[config.mk]
export PLATFORM = sky130hd
export DESIGN_NAME = fifo_param
export DESIGN_NICKNAME = d
export VERILOG_FILES = /design/src/rtl/fifo_pkg.sv /design/src/rtl/fifo_mem.sv /design/src/rtl/fifo_param.sv
export SDC_FILE = /design/constraint.sdc
export NUM_CORES = 1
export LEC_CHECK = 0
export CAP_MARGIN = 20
export CORE_ASPECT_RATIO = 1.4
export CORE_MARGIN = 2
export CORE_UTILIZATION = 50
export DETAILED_ROUTE_END_ITERATION = 10
export GPL_TIMING_DRIVEN = 0
export PLACE_DENSITY = 0.71
export RECOVER_POWER = 100
export SETUP_SLACK_MARGIN = 0.02
export SYNTH_ARGS = -nofsm -noshare
export SYNTH_HDL_FRONTEND = slang
export SYNTH_HIERARCHICAL = 1
export SYNTH_SLANG_ARGS = --single-unit
export TNS_END_PERCENT = 100
[constraint.sdc]
create_clock -name clk -period 6.9 [get_ports clk]
set_input_delay 0.69 -clock clk [delete_from_list [all_inputs] [get_ports clk]]
set_output_delay 0.69 -clock clk [all_outputs]
set_load 0.02 [all_outputs]
[src/rtl/fifo_pkg.sv]
// Shared defaults for the parameterised FIFO: address/data widths and the
// pointer and occupancy-count widths derived from them.
package fifo_pkg;

  localparam int unsigned DefaultAw   = 3;
  localparam int unsigned DefaultDw   = 8;
  localparam int unsigned DefaultPtrW = DefaultAw;
  // One extra bit so the count can represent a completely full FIFO.
  localparam int unsigned DefaultCntW = DefaultAw + 1;

endpackage

[src/rtl/fifo_mem.sv]
// FIFO storage array: synchronous write, combinational read, contents never reset.
module fifo_mem
  import fifo_pkg::*;
#(
  parameter int unsigned AW = DefaultPtrW,
  parameter int unsigned DW = DefaultDw
) (
  input  logic          clk,
  input  logic          wr_en,
  input  logic [AW-1:0] wr_addr,
  input  logic [DW-1:0] wr_data,
  input  logic [AW-1:0] rd_addr,
  output logic [DW-1:0] rd_data
);

  logic [DW-1:0] r_mem [2**AW];

  always_ff @(posedge clk) begin
    if (wr_en) begin
      r_mem[wr_addr] <= wr_data;
    end
  end

  assign rd_data = r_mem[rd_addr];

endmodule

[src/rtl/fifo_param.sv]
// Parameterised synchronous FIFO with threshold flags and sticky error flags.
// Define FIFO_FWFT_EN for first-word-fall-through reads; default is registered reads.
module fifo_param
  import fifo_pkg::*;
#(
  parameter int unsigned AW = DefaultAw,
  parameter int unsigned DW = DefaultDw
) (
  input  logic          clk,
  input  logic          reset,
  input  logic          push,
  input  logic          pop,
  input  logic [DW-1:0] data_in,
  input  logic [AW:0]   umbral_almost_full,
  input  logic [AW:0]   umbral_almost_empty,
  input  logic          err_clr,
  output logic [DW-1:0] data_out,
  output logic          valid_out,
  output logic          fifo_empty,
  output logic          fifo_full,
  output logic          almost_empty,
  output logic          almost_full,
  output logic [AW:0]   count,
  output logic          err_overflow,
  output logic          err_underflow
);

  logic [AW-1:0] r_wr_ptr;
  logic [AW-1:0] r_rd_ptr;
  logic [AW:0]   r_count;
  logic          r_err_ovf;
  logic          r_err_udf;

  logic          w_push_ok;
  logic          w_pop_ok;
  logic          w_overflow;
  logic          w_underflow;
  logic [AW:0]   w_count_nxt;
  logic [DW-1:0] w_rd_data;

  // Count never exceeds 2**AW, so the MSB alone marks the full state.
  assign fifo_full  = r_count[AW];
  assign fifo_empty = (r_count == '0);

  // A push into a full FIFO still lands when a pop frees the head slot on the same edge.
  assign w_pop_ok    = pop & ~fifo_empty;
  assign w_push_ok   = push & (~fifo_full | pop);
  assign w_overflow  = push & fifo_full & ~pop;
  assign w_underflow = pop & fifo_empty;

  always_comb begin
    w_count_nxt = r_count;
    unique case ({w_push_ok, w_pop_ok})
      2'b10:   w_count_nxt = r_count + (AW + 1)'(1);
      2'b01:   w_count_nxt = r_count - (AW + 1)'(1);
      default: w_count_nxt = r_count;
    endcase
  end

  always_ff @(posedge clk or negedge reset) begin
    if (!reset) begin
      r_wr_ptr  <= '0;
      r_rd_ptr  <= '0;
      r_count   <= '0;
      r_err_ovf <= 1'b0;
      r_err_udf <= 1'b0;
    end else begin
      if (w_push_ok) begin
        r_wr_ptr <= r_wr_ptr + AW'(1);
      end
      if (w_pop_ok) begin
        r_rd_ptr <= r_rd_ptr + AW'(1);
      end
      r_count   <= w_count_nxt;
      // A fresh error on the clearing edge takes priority over the clear.
      r_err_ovf <= w_overflow | (r_err_ovf & ~err_clr);
      r_err_udf <= w_underflow | (r_err_udf & ~err_clr);
    end
  end

  fifo_mem #(
    .AW(AW),
    .DW(DW)
  ) u_mem (
    .clk    (clk),
    .wr_en  (w_push_ok),
    .wr_addr(r_wr_ptr),
    .wr_data(data_in),
    .rd_addr(r_rd_ptr),
    .rd_data(w_rd_data)
  );

`ifdef FIFO_FWFT_EN
  // Masked when empty so stale, never-reset storage is not presented.
  assign data_out  = fifo_empty ? '0 : w_rd_data;
  assign valid_out = ~fifo_empty;
`else
  logic [DW-1:0] r_data_out;
  logic          r_valid;

  always_ff @(posedge clk or negedge reset) begin
    if (!reset) begin
      r_data_out <= '0;
      r_valid    <= 1'b0;
    end else begin
      r_valid <= w_pop_ok;
      if (w_pop_ok) begin
        r_data_out <= w_rd_data;
      end
    end
  end

  assign data_out  = r_data_out;
  assign valid_out = r_valid;
`endif

  assign count         = r_count;
  assign almost_full   = (r_count >= umbral_almost_full);
  assign almost_empty  = (r_count <= umbral_almost_empty);
  assign err_overflow  = r_err_ovf;
  assign err_underflow = r_err_udf;

endmodule
Yosys cells after proc, flatten, opt, wreduce, memory -nomap -nowiden
Memory sizes are Yosys's and may differ from the RTL's. A register that Yosys moved wholly into a read port is not among the register bits. Index checks and enable logic that the tools add are counted.

Reductions and logical operators: 3. Equal/unequal tests: 2. Add/sub/neg operators: 4. $lt $le $gt $ge: 2. Mux-type cells: 3. Bitwise logic cells: 14.

Operators by type and width (count): $pmux W4 S2 (1); $and A1 B1 Y1 (7); $add A3 B1 Y3 const B (2); $add A4 B1 Y4 const B (1); $ge A4 B4 Y1 (1); $le A4 B4 Y1 (1); $logic_not A4 Y1 (1); $not A1 Y1 (4); $sub A4 B1 Y4 const B (1); $or A1 B1 Y1 (3); $eq A2 B1 Y1 const B (1); $eq A2 B2 Y1 const B (1); $mux W1 (2); $reduce_bool A2 Y1 (1); $logic_not A1 Y1 (1).

Memories: 1. Bits in writable memories: 64. Bits in registers: 13. Input port bits: 21. Output and inout bits: 19.

Memories: u_mem.r_mem (depth 8, width 8, read ports 1, clocked after memory_dff 1, wr ports 1, line fifo_mem.sv:16) `logic [DW-1:0] r_mem [2**AW];`.

Longest topological paths before layout
Word-level depth: 5. Depth in mapped cells: 11.

Modules after synthesis
Netlist, hierarchy kept.

Modules (own cells, without submodules): fifo_mem (seq. area each 1921.8 um^2, instances 1, cells an instance 106, area an instance 2531.2 um^2); fifo_param (seq. area each 525.5 um^2, instances 1, cells an instance 113, area an instance 1142.3 um^2).

Worst setup path after synthesis
Ideal clock, no wire load.

Path type: input port to output port. Start point: input umbral_almost_empty[1]. End point: output almost_empty. Arrival: 1907 ps. Required time: 6210 ps. Setup slack: 4303 ps. Stages: 6. Cells stage by stage: inv_1 ha_1 nor2b_1 o21a_1 o21a_1 o21ai_0.

Word-level cells in the longest chain between the ends: 1.

Ends and longest elaborated chain: start: declaration (line fifo_param.sv:15) `input logic [AW:0] umbral_almost_empty,`; $le A4 B4 Y1 (line fifo_param.sv:119) `assign almost_empty = (r_count <= umbral_almost_empty);`; end: declaration (line fifo_param.sv:21) `output logic almost_empty,`.

Every way passes these cells.

Final worst setup path
Ends and elaborated chain as after synthesis.

==> results list <==
- The setup check on the worst reg-to-reg path leaves a slack of around 4.0 ns.
- Summed over all cells, the static leakage comes to ~0.0017 uW.
- The most critical setup path has its endpoint at almost_empty.
* Final period demand of the worst path: 3.45 ns
* Number of standard cells after synthesis: about 220
- Layout Cell Area excl Fill: between 0.004 and 0.005 mm^2
* Count of instances resized after the clock tree is built: 0
- The die covers slightly above 0.008 mm^2.
* Net Count, Synth: roughly 250
- The slowest stage of the critical path is the sky130_fd_sc_hd__dlygate4sd3_1 cell.
- Slew at the pin with the worst max-slew slack: between 1.5 and 2 ns
- The region available for standard cell placement spans roughly 0.0072 mm^2.
* Starting density of the core: roughly 51%
* Count of pins over their slew limit: 9
* FF-to-FF Start: count[2]
- In the final routed layout, each cell accounts on average for about 18 um.
* CP bufs+invs: 3
- DRT Wirelength: around 6500 um
* Number of top-level design ports: 40
- The synthesized netlist contains 32 unique library cells.
* Crit path max fanout: 2
* Total setup buffers inserted after CTS: 0
- The number of antenna violations at the first check in global routing was 0.
* Maximum number of pins on one net before global-route repair: 22
- Layout Utilization: 61.1%
* Post-route ant nets: 0
- Power spread over the standard cell area amounts to between 400 and 500 mW/mm^2.
- Number of buffers inserted for hold repair after clock tree synthesis: 0
- Tracing the worst setup path back leads to its startpoint at umbral_almost_empty[1].
- Number of design-rule violations left by the first detailed-router iteration: between 100 and 150
- Die H: approximately 110 um
* Via count of the first global-routing pass: ~2,000
- Max-cap violations: 1
* Fraction of final layout cells sized beyond drive strength 1: 11.7%
- Num CTS Buffers: 9
- In the final timing run, aggregate negative setup slack is 0 ns.
- Root cell of the clock tree: sky130_fd_sc_hd__clkbuf_8
- The congestion estimate from routability-driven global placement came to 0.724.
- H-tree levels: 3
* Hold Violations, Final: 0
- After synthesis the netlist holds a flip-flop and latch count of 85.
- Worst stage delay on the critical path: about 0.70 ns
- Final hold analysis gives a worst-case slack of about 0.47 ns.
* Final net count: between 300 and 400
- Result of the run: finished, violations left
* R2R Path End: count[2]
- In this run the number of cells on the critical path is 8.
- At the worst endpoint, the arrival time is about 2.8 ns.
- Netlist area before placement: roughly 0.0037 mm^2
- FILL cells: roughly 570
- Overall power consumption after layout is estimated at approximately 1800 uW.
- Setup repair after global routing missed its margin: false
* Clock transition time at the flip-flop clock pins of the worst setup and hold paths: roughly 0.080 ns
- Walking the worst path, the cells encountered are clkdlybuf4s50_1 -> inv_1 -> ha_1 -> nor2b_1 -> o21a_1 -> o21a_1 -> o21ai_0 -> dlygate4sd3_1.
- Antenna cell count: 0
- On the critical path the largest part of the delay comes from buffers and inverters.
* Wire length of the first global-routing pass: around 10,000 um
- Kind of critical path: in2out
* Achievable frequency: 290 MHz
* Most numerous cell on the critical path: sky130_fd_sc_hd__o21a_1
- The longest clock path from root to sink contains 2 buffers.
- Max transition margin: -7.67%
- Across all layers, the routed design uses 1,924 vias.
- Final global-route overflow total: 0
* Worst Clk Skew: between 0.01 and 0.015 ns
- The share of the Yosys chip area taken by registers is 66.6%.
- The clock net in this run drives a total of 85 sinks.
- TritonCTS built the clock tree.
* R2R depth: 11
- At the worst endpoint, the required time is ~6.2 ns.
- Vias/cell: around 5.2
- The placed instances occupy a cell area of between 0.004 and 0.005 mm^2.
- Clock network latency to the later pin of the worst-skew pair: ~0.36 ns
* Count of TritonRoute iterations in the first routing pass: 4
- STA classifies the critical path endpoint as a primary output.
- Classification of the worst-slack hold path: reg2reg
- Area Growth Syn to Fin: 20.1%
- Tcrit/Tclk final: 50.0%
- Number of placement rows: 37
- Detailed placement ended at an HPWL of 4370 um.
- Maximum resistive drop on vdd: 0.193 mV
- The checks that failed: capacitance limit, slew limit.
- In the global route stage, overall resource usage came out at roughly 18%.
- Synthesized area per cell: 16.8 um^2
- Setup-violating endpoint count in the final report: 0
* Startpoint type of the worst setup path: input port
* Chip width: 76.4 um
- Yosys synthesis warning count: 6
* Count of input and output buffers: 39
- For this run, design rule violations remaining after detail routing come to 0.
-- cells in the mapped netlist --
cell	count	area, um^2
sky130_fd_sc_hd__edfxtp_1	64	1920
sky130_fd_sc_hd__nand2_1	33	124
sky130_fd_sc_hd__dfrtp_1	21	526
sky130_fd_sc_hd__mux4_1	15	394
sky130_fd_sc_hd__ha_1	13	163
sky130_fd_sc_hd__inv_1	10	37.5
sky130_fd_sc_hd__mux2_2	10	113
sky130_fd_sc_hd__nor2_1	7	26.3
sky130_fd_sc_hd__nand2b_1	6	37.5
sky130_fd_sc_hd__xnor2_1	5	43.8
sky130_fd_sc_hd__xor2_1	4	35.0
sky130_fd_sc_hd__a21o_1	3	22.5
sky130_fd_sc_hd__o21ai_0	3	15.0
sky130_fd_sc_hd__buf_4	2	15.0
sky130_fd_sc_hd__buf_6	2	22.5
sky130_fd_sc_hd__inv_2	2	7.51
sky130_fd_sc_hd__nand3b_1	2	15.0
sky130_fd_sc_hd__nor3_1	2	10.0
sky130_fd_sc_hd__o21a_1	2	15.0
sky130_fd_sc_hd__a21oi_1	1	5.00
sky130_fd_sc_hd__a21oi_2	1	8.76
sky130_fd_sc_hd__buf_1	1	3.75
sky130_fd_sc_hd__buf_12	1	20.0
sky130_fd_sc_hd__buf_2	1	5.00
sky130_fd_sc_hd__clkbuf_1	1	3.75
sky130_fd_sc_hd__mux4_2	1	22.5
sky130_fd_sc_hd__nand4_1	1	6.26
sky130_fd_sc_hd__nand4bb_1	1	11.3
sky130_fd_sc_hd__nor2b_1	1	6.26
sky130_fd_sc_hd__nor4_4	1	21.3
sky130_fd_sc_hd__o22ai_1	1	6.26
sky130_fd_sc_hd__o32a_1	1	10.0
-- tightest hold or removal path: stages, from the launching register on --
cell and delay, ns:
sky130_fd_sc_hd__dfrtp_1 0.34, sky130_fd_sc_hd__nand2_1 0.05, sky130_fd_sc_hd__nand2_1 0.05
-- layout make-up --
class                   count  area, um^2  share of cell area (%)
plain buffers               8        58.8                    1.33
clock buffers              13         213                    4.82
clock inverters             3        43.8                   0.993
inverters                  12        45.0                    1.02
multi-input cells         114        1090                    24.8
flip-flops and latches     85        2450                    55.5
well taps                  97         121                    2.75
repair buffers             39         390                    8.85
-- cells by family (layout without fill, tap and decap cells) --
group,Yosys count,in the layout,share of synthesized area [%]
DFF,85,85,66.6
xor gates and xnor gates,9,9,2.15
buffers and inverters,20,75,3.13
muxes,26,26,14.4
and+or+nand+nor,54,54,7.02
AOI/OAI and AO/OA,12,12,2.25
adders and majority gates,13,13,4.43
-- metrics by stage --
stage | std cells | worst slack [ns]
6_report | 371 | 3.45
5_1_grt | 371 | 3.35
4_1_cts | 371 | 3.50
3_5_place_dp | 355 | 3.49
3_3_place_gp | 355 | 3.53
2_1_floorplan | 219 | 4.30
-- how the worst min path moves through the flow --
stage	endpoint	slack (ns)	cells past startpoint	startpoint
2_1_floorplan	count[0]	0.39	0	reset
4_1_cts	data_out[1]	0.48	2	data_out[1]
3_3_place_gp	data_out[7]	0.46	2	data_out[7]
5_1_grt	data_out[6]	0.50	2	data_out[6]
6_report	data_out[6]	0.47	2	data_out[6]
3_5_place_dp	data_out[2]	0.46	2	data_out[2]
-- where the power goes --
group | internal, uW | total, uW | switching (uW)
Clock | 243 | 415 | 171
Sequential | 663 | 735 | 72.0
Combinational | 316 | 631 | 315
Total | 1220 | 1780 | 558
-- layer usage --
metal | global-route usage, % | up-vias | wire (um)
met5 | 0 | - | 0
met4 | 7.92 | 0 | 87
met3 | 4.79 | 6 | 259
met2 | 31.7 | 45 | 3530
met1 | 20.6 | 947 | 2660
li1 | - | 926 | -
-- sequential cells by signal (all words and copies together), names as in the netlist --
signal and cells:
valid_out 1, r_rd_ptr 3, count 4, u_mem/r_mem 64, err_overflow 1, r_wr_ptr 3
data_out 8, err_underflow 1
-- cell usage in the layout (no fill, tap or decap) --
cell type / Yosys / final
sky130_fd_sc_hd__a21o_1: 3 / 3
sky130_fd_sc_hd__a21oi_1: 1 / 2
sky130_fd_sc_hd__buf_1: 1 / 1
sky130_fd_sc_hd__buf_12: 1 / 1
sky130_fd_sc_hd__buf_2: 1 / 1
sky130_fd_sc_hd__buf_4: 2 / 1
sky130_fd_sc_hd__buf_6: 2 / 1
sky130_fd_sc_hd__bufinv_16: 0 / 1
sky130_fd_sc_hd__clkbuf_1: 1 / 3
sky130_fd_sc_hd__clkbuf_16: 0 / 3
sky130_fd_sc_hd__clkbuf_8: 0 / 10
sky130_fd_sc_hd__clkdlybuf4s50_1: 0 / 10
sky130_fd_sc_hd__clkinv_2: 0 / 1
sky130_fd_sc_hd__clkinv_4: 0 / 1
sky130_fd_sc_hd__dfrtp_1: 21 / 21
sky130_fd_sc_hd__dlygate4sd3_1: 0 / 29
sky130_fd_sc_hd__edfxtp_1: 64 / 64
sky130_fd_sc_hd__ha_1: 13 / 13
sky130_fd_sc_hd__inv_1: 10 / 11
sky130_fd_sc_hd__inv_2: 2 / 1
sky130_fd_sc_hd__mux2_2: 10 / 10
sky130_fd_sc_hd__mux4_1: 15 / 15
sky130_fd_sc_hd__mux4_2: 1 / 1
sky130_fd_sc_hd__nand2_1: 33 / 33
sky130_fd_sc_hd__nand2b_1: 6 / 6
sky130_fd_sc_hd__nand3b_1: 2 / 2
sky130_fd_sc_hd__nand4_1: 1 / 1
sky130_fd_sc_hd__nand4bb_1: 1 / 1
sky130_fd_sc_hd__nor2_1: 7 / 7
sky130_fd_sc_hd__nor2b_1: 1 / 1
sky130_fd_sc_hd__nor3_1: 2 / 2
sky130_fd_sc_hd__nor4_1: 0 / 1
sky130_fd_sc_hd__o21a_1: 2 / 2
sky130_fd_sc_hd__o21ai_0: 3 / 3
sky130_fd_sc_hd__o22ai_1: 1 / 1
sky130_fd_sc_hd__o32a_1: 1 / 1
sky130_fd_sc_hd__xnor2_1: 5 / 5
sky130_fd_sc_hd__xor2_1: 4 / 4
Power figures use the tool's default switching activity.
==> patch, RTL diff (same flow settings) <==
Put one more register stage on the output `count`, with the module's reset. The value now appears one clock later. The other outputs are not delayed to match.
--- a/src/rtl/fifo_param.sv
+++ b/src/rtl/fifo_param.sv
@@ -114,7 +114,13 @@
   assign valid_out = r_valid;
 `endif
 
-  assign count         = r_count;
+  always_ff @(posedge clk or negedge reset) begin
+    if (!reset) begin
+      count <= '0;
+    end else begin
+      count <= r_count;
+    end
+  end
   assign almost_full   = (r_count >= umbral_almost_full);
   assign almost_empty  = (r_count <= umbral_almost_empty);
   assign err_overflow  = r_err_ovf;
Behaviour: not the same (Yosys sat finds a counterexample within 4 cycles, from zero or initial values and one cycle with reset low).
==> patch against the unedited design <==
- sequential cell count grew 4
- global-route usage down 0.083 points
- routed wire length is 1.3% higher
- cell area rose by 0.91%
- synthesized area grew 2.5%
- power is 1.9% lower
- worst setup slack improved by 0.0073 ns
- via count up 2.6%
- largest cell class unchanged
==> patch: results (changes against the unedited design) <==
cells_and_area:
  sh_seq_area_pct: 57.22  # +1.7 points
  nonClkBufAreaFrac_pct: 10.15  # -0.035 points
  fin_nets: 309  # +2.0%
  layout-drive-gt1-share_pct: 8.929  # -2.8 points
hold_path:
  worstHoldStart: "data_out[0]$_DFFE_PN0P_"
  min_to: "data_out[0]$_DFFE_PN0P_"
drt:
  vias_per_cell: 5.236  # +0.97%
  routed-wl-met2_um: 3524  # about the same
  wirelength_um: 6616  # +1.3%
  vias: 1974  # +2.6%
  first_iter_violations: 91  # -25%
  wl_met3_um: 210  # -19%
yosys:
  avgSynthCellArea_um2: 16.96  # +1.1%
  ys_seq_elements: 89  # +4.7%
  ys_top_cells_by_count: "edfxtp_1 (64), nand2_1 (33), dfrtp_1 (25)"
  async_reset_ff_share_pct: 28.09  # +3.4 points
  yosysSeqAreaShare_pct: 67.64  # +1.0 points
  syn-num-nets: 256  # +1.2%
grt:
  gr-usage-met3_pct: 4.209  # -0.59 points
  grt_pass1_vias: 2100  # +5.1%
  grt.total_usage_pct: 17.92  # -0.083 points
  use_met2_pct: 31.49  # -0.18 points
  grt_pass1_wl_um: 10820  # +3.6%
  grt_max_degree: 26  # +18%
run_status:
  status: "complete, no violations"
place:
  place_congestion: 0.7001  # -3.4%
  dpl-instance-area_um2: 4288  # +2.2%
sta:
  fin_skew_ns: 0.01119  # -0.001155 ns
worst_setup_path:
  timing.rr.start: "r_count[2]$_DFFE_PN0P_"
  cp_slowest_stage_delay_ns: 0.68  # -0.02 ns
  reg2reg_to: "r_count[2]$_DFFE_PN0P_"
floorplanning:
  die_width_um: 77.35  # +1.2%
power:
  p_leak_nw: 1.714  # about the same
## patch: power breakdown
part / switching, mW / leakage (nW) / internal (mW) / total (mW)
combinational: 0.318 / 0.742 / 0.310 / 0.628
clock: 0.178 / 0.0909 / 0.169 / 0.347
sequential: 0.0748 / 0.881 / 0.697 / 0.772
## patch: worst register-to-register path, delay by kind of cell (launching register included)
| kind | cells | cell delay, ns |
|---|---|---|
| buf+inv | 2 | 0.36 |
| flops | 1 | 0.49 |
| xor+xnor | 3 | 0.49 |
| simple gates | 3 | 0.76 |
| fa+ha+maj | 2 | 0.55 |
| compound gates | 1 | 0.14 |
## patch: metrics by stage
step                      worst slack, ns  power [mW]  util [%]  hold slack (ns)
final                               3.457       1.747     60.86           0.4749
after global routing                3.339       1.860     60.86           0.5045
after CTS                           3.506       1.809     61.27           0.4864
after detailed placement            3.510       1.464     58.62           0.4664
after global placement              3.523       1.437     58.48           0.4594
after floorplan                     4.303       1.218         -           0.3944
## patch: worst max-delay path by stage
stage          slack [ns]  depth (start not counted)                   start           end
2_1_floorplan        4.30                          6  umbral_almost_empty[1]  almost_empty
3_3_place_gp         3.52                          8  umbral_almost_empty[1]  almost_empty
3_5_place_dp         3.51                          8  umbral_almost_empty[1]  almost_empty
4_1_cts              3.51                          8  umbral_almost_empty[1]  almost_empty
5_1_grt              3.34                          8  umbral_almost_empty[1]  almost_empty
6_report             3.46                          8  umbral_almost_empty[1]  almost_empty
## patch: logic make-up after synthesis
logic type,synth area share (%)
compound gates,2.192
buf+inv,2.857
flops,67.64
xor+xnor,2.093
mux,14.05
fa+ha+maj,4.319
simple gates,6.844
